## src/rtl/lstm_acc_pkg.sv

```systemverilog
// Shared definitions for the accelerator's serial/parallel boundary blocks.
// The element width and vector length defaults are shared with the input
// deserializer, so both ends of the datapath agree on the serial format.
package lstm_acc_pkg;

  localparam int ELEMENT_BITS_DEF = 8;
  localparam int FEATURES_DEF     = 4;
  localparam int FEATURE_BITS_DEF = 4;

  // Number of vectors held in the ping-pong buffer.
  typedef enum logic [1:0] {
    EMPTY = 2'd0,
    HALF  = 2'd1,
    FULL  = 2'd2
  } occ_e;

endpackage

```

## src/rtl/lstm_serializer_if.sv

```systemverilog
// Bus between a parallel vector producer and a serial element consumer.
// The master drives the load side and accepts the serial stream. The slave
// (the serializer) does the reverse.
interface lstm_serializer_if
  import lstm_acc_pkg::*;
#(
  parameter int ELEMENT_BITS = ELEMENT_BITS_DEF,
  parameter int FEATURES     = FEATURES_DEF
);

  logic                             load_valid;
  logic                             load_ready;
  logic [ELEMENT_BITS*FEATURES-1:0] parallel_data_in;
  logic                             serial_valid;
  logic                             serial_ready;
  logic [ELEMENT_BITS-1:0]          serial_data_out;
  logic                             last;
  logic                             done;

  modport master (
    output load_valid, parallel_data_in, serial_ready,
    input  load_ready, serial_valid, serial_data_out, last, done
  );

  modport slave (
    input  load_valid, parallel_data_in, serial_ready,
    output load_ready, serial_valid, serial_data_out, last, done
  );

endinterface

```

## src/rtl/lstm_serializer.sv

```systemverilog
// Output-side serializer. It stores up to two result vectors in a ping-pong
// buffer and streams them out one element per cycle, element 0 first.
// Every output is derived only from registered state. load_ready in
// particular never looks at serial_ready, which keeps the upstream timing
// path short. The cost is that a load arriving in the same cycle as a
// last beat while FULL waits one cycle.
module lstm_serializer
  import lstm_acc_pkg::*;
#(
  parameter int ELEMENT_BITS = ELEMENT_BITS_DEF,
  parameter int FEATURES     = FEATURES_DEF,
  parameter int FEATURE_BITS = FEATURE_BITS_DEF
) (
  input logic              clk,
  input logic              reset_n,
  lstm_serializer_if.slave bus
);

  localparam int VEC_BITS = ELEMENT_BITS * FEATURES;
  localparam logic [FEATURE_BITS-1:0] IDX_LAST = FEATURE_BITS'(FEATURES - 1);

  logic [1:0][VEC_BITS-1:0] slot_q, slot_d;
  logic                     wr_ptr_q, wr_ptr_d;
  logic                     rd_ptr_q, rd_ptr_d;
  occ_e                     occ_q, occ_d;
  logic [FEATURE_BITS-1:0]  idx_q, idx_d;
  logic                     done_q, done_d;

  logic load_fire;
  logic beat_fire;
  logic last_beat;

  // Handshake outputs and the element mux. All of these come from state only.
  always_comb begin
    bus.load_ready      = (occ_q != FULL);
    bus.serial_valid    = (occ_q != EMPTY);
    bus.serial_data_out = slot_q[rd_ptr_q][idx_q*ELEMENT_BITS +: ELEMENT_BITS];
    bus.last            = bus.serial_valid && (idx_q == IDX_LAST);
    bus.done            = done_q;
  end

  assign load_fire = bus.load_valid && bus.load_ready;
  assign beat_fire = bus.serial_valid && bus.serial_ready;
  assign last_beat = beat_fire && bus.last;

  // Next-state logic for the buffer, the pointers, occupancy and the element index.
  always_comb begin
    slot_d   = slot_q;
    wr_ptr_d = wr_ptr_q;
    rd_ptr_d = rd_ptr_q;
    occ_d    = occ_q;
    idx_d    = idx_q;
    done_d   = 1'b0;

    // A slot is written only when free, so a draining slot is never overwritten.
    if (load_fire) begin
      slot_d[wr_ptr_q] = bus.parallel_data_in;
      wr_ptr_d         = ~wr_ptr_q;
    end

    if (beat_fire) begin
      if (last_beat) begin
        idx_d    = '0;
        rd_ptr_d = ~rd_ptr_q;
        done_d   = 1'b1;
      end else begin
        idx_d = idx_q + FEATURE_BITS'(1);
      end
    end

    // A simultaneous load and last beat leave the occupancy unchanged.
    unique case ({load_fire, last_beat})
      2'b10:   occ_d = (occ_q == EMPTY) ? HALF : FULL;
      2'b01:   occ_d = (occ_q == FULL)  ? HALF : EMPTY;
      default: occ_d = occ_q;
    endcase
  end

  // State registers. Reset discards both buffered vectors at once.
  always_ff @(posedge clk or negedge reset_n) begin
    if (!reset_n) begin
      slot_q   <= '0;
      wr_ptr_q <= 1'b0;
      rd_ptr_q <= 1'b0;
      occ_q    <= EMPTY;
      idx_q    <= '0;
      done_q   <= 1'b0;
    end else begin
      slot_q   <= slot_d;
      wr_ptr_q <= wr_ptr_d;
      rd_ptr_q <= rd_ptr_d;
      occ_q    <= occ_d;
      idx_q    <= idx_d;
      done_q   <= done_d;
    end
  end

endmodule

```

## src/flat_wrapper.sv

```systemverilog
// flat-port wrapper written by rule: the top's interface ports become plain ports
module lstm_serializer_flat import lstm_acc_pkg::*;
#(
  parameter int ELEMENT_BITS = ELEMENT_BITS_DEF,
  parameter int FEATURES     = FEATURES_DEF,
  parameter int FEATURE_BITS = FEATURE_BITS_DEF
)
  (clk, reset_n, bus_load_valid, bus_parallel_data_in, bus_serial_ready, bus_load_ready, bus_serial_valid, bus_serial_data_out, bus_last, bus_done);
  lstm_serializer_if #(.ELEMENT_BITS(ELEMENT_BITS), .FEATURES(FEATURES)) bus_i ();
  input logic clk;
  input logic reset_n;
  input wire logic [$bits(bus_i.load_valid)-1:0] bus_load_valid;
  input wire logic [$bits(bus_i.parallel_data_in)-1:0] bus_parallel_data_in;
  input wire logic [$bits(bus_i.serial_ready)-1:0] bus_serial_ready;
  output wire logic [$bits(bus_i.load_ready)-1:0] bus_load_ready;
  output wire logic [$bits(bus_i.serial_valid)-1:0] bus_serial_valid;
  output wire logic [$bits(bus_i.serial_data_out)-1:0] bus_serial_data_out;
  output wire logic [$bits(bus_i.last)-1:0] bus_last;
  output wire logic [$bits(bus_i.done)-1:0] bus_done;
  assign bus_i.load_valid = bus_load_valid;
  assign bus_i.parallel_data_in = bus_parallel_data_in;
  assign bus_i.serial_ready = bus_serial_ready;
  assign bus_load_ready = bus_i.load_ready;
  assign bus_serial_valid = bus_i.serial_valid;
  assign bus_serial_data_out = bus_i.serial_data_out;
  assign bus_last = bus_i.last;
  assign bus_done = bus_i.done;
  lstm_serializer #(.ELEMENT_BITS(ELEMENT_BITS), .FEATURES(FEATURES), .FEATURE_BITS(FEATURE_BITS)) u_core (.clk(clk), .reset_n(reset_n), .bus(bus_i));
endmodule
```

## config.mk

```make
export PLATFORM = sky130hd
export DESIGN_NAME = lstm_serializer_flat
export DESIGN_NICKNAME = d
export VERILOG_FILES = /design/src/rtl/lstm_acc_pkg.sv /design/src/rtl/lstm_serializer_if.sv /design/src/rtl/lstm_serializer.sv /design/src/flat_wrapper.sv
export SDC_FILE = /design/constraint.sdc
export NUM_CORES = 1
export LEC_CHECK = 0
export CORE_MARGIN = 2
export CORE_UTILIZATION = 55
export CTS_CLUSTER_DIAMETER = 30
export DETAILED_ROUTE_END_ITERATION = 10
export PLACE_DENSITY = 0.8
export REMOVE_ABC_BUFFERS = 1
export SLEW_MARGIN = 20
export SYNTH_ARGS = -nofsm -noshare
export SYNTH_HDL_FRONTEND = slang
export SYNTH_SLANG_ARGS = --single-unit
```

## constraint.sdc

```tcl
create_clock -name clk -period 3.8 [get_ports clk]
set_clock_uncertainty 0.15 [all_clocks]
set_input_delay 0.76 -clock clk [delete_from_list [all_inputs] [get_ports clk]]
set_output_delay 0.76 -clock clk [all_outputs]
set_load 0.02 [all_outputs]
```

# ---- Yosys cells after proc, flatten, opt, wreduce, memory -nomap -nowiden
# Cells that the tools add are included.
dict set report totals {
  register_bits 73
  word_cells 39
}
dict set report op_classes {
  n_addsub 1
  order_cmp 3
  eq_ne 5
  n_shift 1
  mux 11
  bitwise_logic 2
  n_reduce_logical 9
}
# op count
set ops {}
lappend ops {{32-bit 2-to-1 mux} 3}
lappend ops {{64-bit bitwise mux} 1}
lappend ops {{32-bit demux with 1-bit select} 1}
lappend ops {{32-bit by 8-bit indexed part select with 8-bit output} 1}
lappend ops {{1-bit logical AND} 5}
lappend ops {{4-bit by 1-bit adder with 4-bit output (second input constant)} 1}
lappend ops {{2-bit == test (second input constant)} 2}
lappend ops {{4-bit by 2-bit == test with 1-bit output (second input constant)} 1}
lappend ops {{1-bit by 2-bit < comparator with 1-bit output (second input constant)} 2}
lappend ops {{4-bit 2-to-1 mux} 1}
lappend ops {{2-bit case mux with 2 select lines} 1}
lappend ops {{2-bit nonzero test} 2}
lappend ops {{1-bit 2-to-1 mux} 3}
lappend ops {{2-bit by 1-bit == test with 1-bit output (second input constant)} 1}
lappend ops {{2-bit logical NOT} 1}
lappend ops {{2-bit 2-to-1 mux} 1}
lappend ops {{2-bit inequality test (second input constant)} 1}
lappend ops {{1-bit NOT} 2}
lappend ops {{2-bit AND reduction} 1}
lappend ops {{1-bit greater-or-equal comparator (second input constant)} 1}

# ---- Depth between registers and ports, before layout
dict set report logic_depth {
  ltp_word 5
  mapped_depth 7
  ltp_nobuf 7
}

# ---- Worst setup path before layout
# Ideal clock, no wire load.
dict set report synth_path {
  path_type {register to output}
  from {register u_core.idx_q[0]}
  to {output port bus_serial_data_out[0]}
  arrival_time_ns 1.276
  required_ns 2.890
  slack_ns 1.614
  path_stages_with_launch 6
  cell_sequence {dfrtp_1 buf_2 buf_2 mux2i_1 a22oi_1 and3_1}
}
dict set report synth_between {
  elab_chain_len 1
}
# element line_no
set synth_rtl {}
lappend synth_rtl {{from (decl)} lstm_serializer.sv:26} ;# logic [FEATURE_BITS-1:0] idx_q, idx_d;
lappend synth_rtl {{from (signal assigned)} lstm_serializer.sv:93} ;# idx_q <= idx_d;
lappend synth_rtl {{32-bit by 8-bit indexed part select with 8-bit output} lstm_serializer.sv:37} ;# bus.serial_data_out = slot_q[rd_ptr_q][idx_q*ELEMENT_BITS +: ELEMENT_BITS];
lappend synth_rtl {{to (decl)} flat_wrapper.sv:17} ;# output wire logic [$bits(bus_i.serial_data_out)-1:0] bus_serial_data_out;
# Every way passes these cells.

# ---- Worst setup path after layout
dict set report layout_path {
  from {register u_core.idx_q[0]}
  to {output port bus_serial_data_out[5]}
}
# Same word-level chain as after synthesis.

==> results.yml <==
status:
  outcome: "completed"
worst_setup_path:
  endpoint_kind: "primary output"
  path_delay_family: "buffers and inverters"
  critical_path_depth: 5
  path_max_fanout: 19
  critical_path.cell_chain: "buf_4 -> mux2i_1 -> a22oi_1 -> and3_1 -> clkdlybuf4s50_1"
  first_element_of_the_critical_path: "u_core.idx_q[0]"
  critical_path.n_buffers_inverters: 2
  setup.worst_path.class: "reg -> out"
  cp.arrival_ns: 2.48
  r2r-start: "u_core.idx_q[0]"
  worst_setup_path_start_kind: "flip-flop"
  worst-endpoint-required_ns: 2.89
  slowest_stage: "dfrtp_2"
  ff2ff_path_depth: 7
  cpPeakStageDelay_ns: 0.68
detailed_routing:
  via_count: 2059
  route.detailed.drc: 0
  routed_wl_um: 6680
  avgRoutedWirePerCell_um: 18.0
  detail_route.iter0.violations: 81
  avgViaCountPerCell: 5.55
  route.antenna.remaining_nets: 0
  number_of_iterations_in_the_first_detailed_routing_pass: 4
synthesis:
  post_synth_instance_area_um2: 3480
  area_share_of_the_largest_cell_type_after_synthesis: 0.525
  post_synth.cell_area_avg_um2: 14.4
  synth-seq-area-share: 0.525
  synth.distinct_cells: 32
  netlist_instances: 241
  synthDominantAreaCellType: "dfrtp_1"
  top_cells_by_area_in_the_synthesized_netlist: "dfrtp_1, mux2_4, mux2_1"
  synth-seq-cells: 73
  yosys_warnings: 0
timing:
  slew_violations: 0
  timing.slew.headroom: 0.403
  rsz0062_at_grt: "false"
  worst_hold_margin_ns: 0.344
  min_period_over_period: 0.891
  tightestPinTransition_ns: 0.895
  finalWorstPathRequiredPeriod_ns: 3.39
  timing.setup.tns_ns: 0
  finalHoldViolCount: 0
  max_clock_freq_mhz: 295
  setup_violations: 0
run:
  maxCapViolCount: 0
clock_tree:
  clk_latency_ns: 0.34
  ctsRootBufferMaster: "clkbuf_8"
  cts_htree_levels: 3
  worst_setup_hold_path_clk_slew_ns: 0.07
  max-clock-path-buffers: 2
  cts-buffers-inserted: 9
  clkSinkCount: 73
  tritoncts: "yes"
  cts_resized: 0
  cts_hold_repair.buffers: 0
  postCtsSetupBuffers: 0
grt:
  global_route.usage.total: 0.201
  grt_antenna_before_repair: 0
  groute.layer.met3.usage: 0.0584
  grt_overflow_total: 0
  grt_first_pass_wirelength_um: 11000
  globalRouteMet1Util: 0.271
  top_usage_layer: "met2"
  via_count_of_the_first_global_routing_pass: 2227
  pin_count_of_the_biggest_net_entering_global_routing: 74
  global_route.usage.met2: 0.326
floorplanning:
  placement_rows: 28
  floorplan.initialDensity: 0.577
  die_height_um: 83.5
  fp.coreArea_um2: 6030
  fp.dieArea_um2: 6970
  x_dimension_of_the_die_um: 83.5
  ioPinCount: 48
worst_hold_path:
  whs_path_depth: 1
  holdCritPathClass: "reg -> reg"
  launch_point_of_the_worst_hold_path: "u_core.slot_q[42]"
placement:
  post_dp_hpwl_um: 4470
  numPortBuffers: 47
  gpl.final_weighted_congestion: 0.723
cells_and_area:
  diodes: 0
  leading_cell_type_in_the_layout_fill_and_taps_excluded: "dfrtp_1"
  final_layout_size_suffix_gt1_frac: 0.196
  flow.area_growth_from_synthesis_pct: 22.2
  nets: 329
  mostFrequentLayoutCells: "dfrtp_1, clkdlybuf4s50_1, mux2_1"
power:
  power_per_cell_area_nw_per_um2: 913
  peakVddDrop_v: 0.000544
  p_leak_nw: 1.90
-- synth_stat cells --
library cell / instances
mux2i_1: 32
a211oi_1: 1
and2_1: 1
nor2b_1: 2
nor2_1: 3
nand3_1: 2
ha_1: 2
and3_1: 9
nor3_1: 1
nor4_1: 1
buf_4: 2
xnor2_1: 1
dfrtp_1: 73
mux2_1: 34
a21oi_1: 2
or2_2: 1
inv_1: 2
a21o_1: 2
a22oi_1: 16
nor4_2: 1
buf_6: 3
o21ai_1: 1
mux2_4: 30
nand2b_4: 1
nand2_1: 1
xor2_1: 3
mux2_2: 1
buf_1: 3
buf_2: 6
nand3b_1: 1
o21ai_0: 2
and3b_1: 1
-- kinds of logic after synthesis --
logic type | share of synthesized area
AO/OA/AOI/OAI | 0.0482
XOR/XNOR | 0.0101
adder cells (fa/ha/maj) | 0.00720
buffers and inverters | 0.0281
flip-flops | 0.525
multiplexers | 0.335
AND/OR/NAND/NOR | 0.0461
-- through the flow --
step | area, um2 | std cells | setup slack (ns) | utilization | power (mW)
floorplan | 3390 | 227 | 0.961 | - | 2.59
global placement | 3990 | 355 | 0.855 | 0.663 | 3.09
detailed placement | 3990 | 355 | 0.824 | 0.663 | 3.14
CTS | 4250 | 371 | 0.410 | 0.705 | 3.91
global route | 4250 | 371 | 0.258 | 0.705 | 4.10
finish | 4250 | 371 | 0.414 | 0.705 | 3.88
-- final timing paths --
path | endpoint | slack, ns
min in group asynchronous | u_core.slot_q[40] | 0.46
max in group asynchronous | u_core.idx_q[0] | 2.40
worst min register to register | u_core.slot_q[42] | 0.34
worst max-delay path | bus_serial_data_out[5] | 0.41
worst min-delay path | u_core.slot_q[42] | 0.34
worst max register to register | u_core.occ_q[0] | 1.47
-- layer usage --
metal	routed length (um)	up-vias
met5	0	-
met4	37	0
met3	338	4
met2	3210	53
met1	3100	1024
li1	-	978
-- power breakdown --
group          switching [mW]  total (mW)  internal [mW]
Combinational           0.711        1.68          0.972
Clock                   0.272       0.746          0.474
Sequential              0.286        1.45           1.16
Total                    1.27        3.88           2.61
-- cell type report --
| cell class | count | area, um2 |
|---|---|---|
| Timing Repair Buffer | 53 | 510 |
| Inverter | 2 | 7.51 |
| Clock buffer | 12 | 155 |
| Multi-Input combinational cell | 152 | 1550 |
| Sequential cell | 73 | 1830 |
| Tap cell | 75 | 93.8 |
| Fill cell | 434 | 1780 |
| Clock inverter | 4 | 98.8 |
-- state kept, by name, indices dropped and copies added (netlist names) --
| signal | count |
|---|---|
| u_core.slot_q | 64 |
| u_core.bus.done | 1 |
| u_core.wr_ptr_q | 1 |
| u_core.occ_q | 2 |
| u_core.rd_ptr_q | 1 |
| u_core.idx_q | 4 |
(Power assumes the default switching activity.)
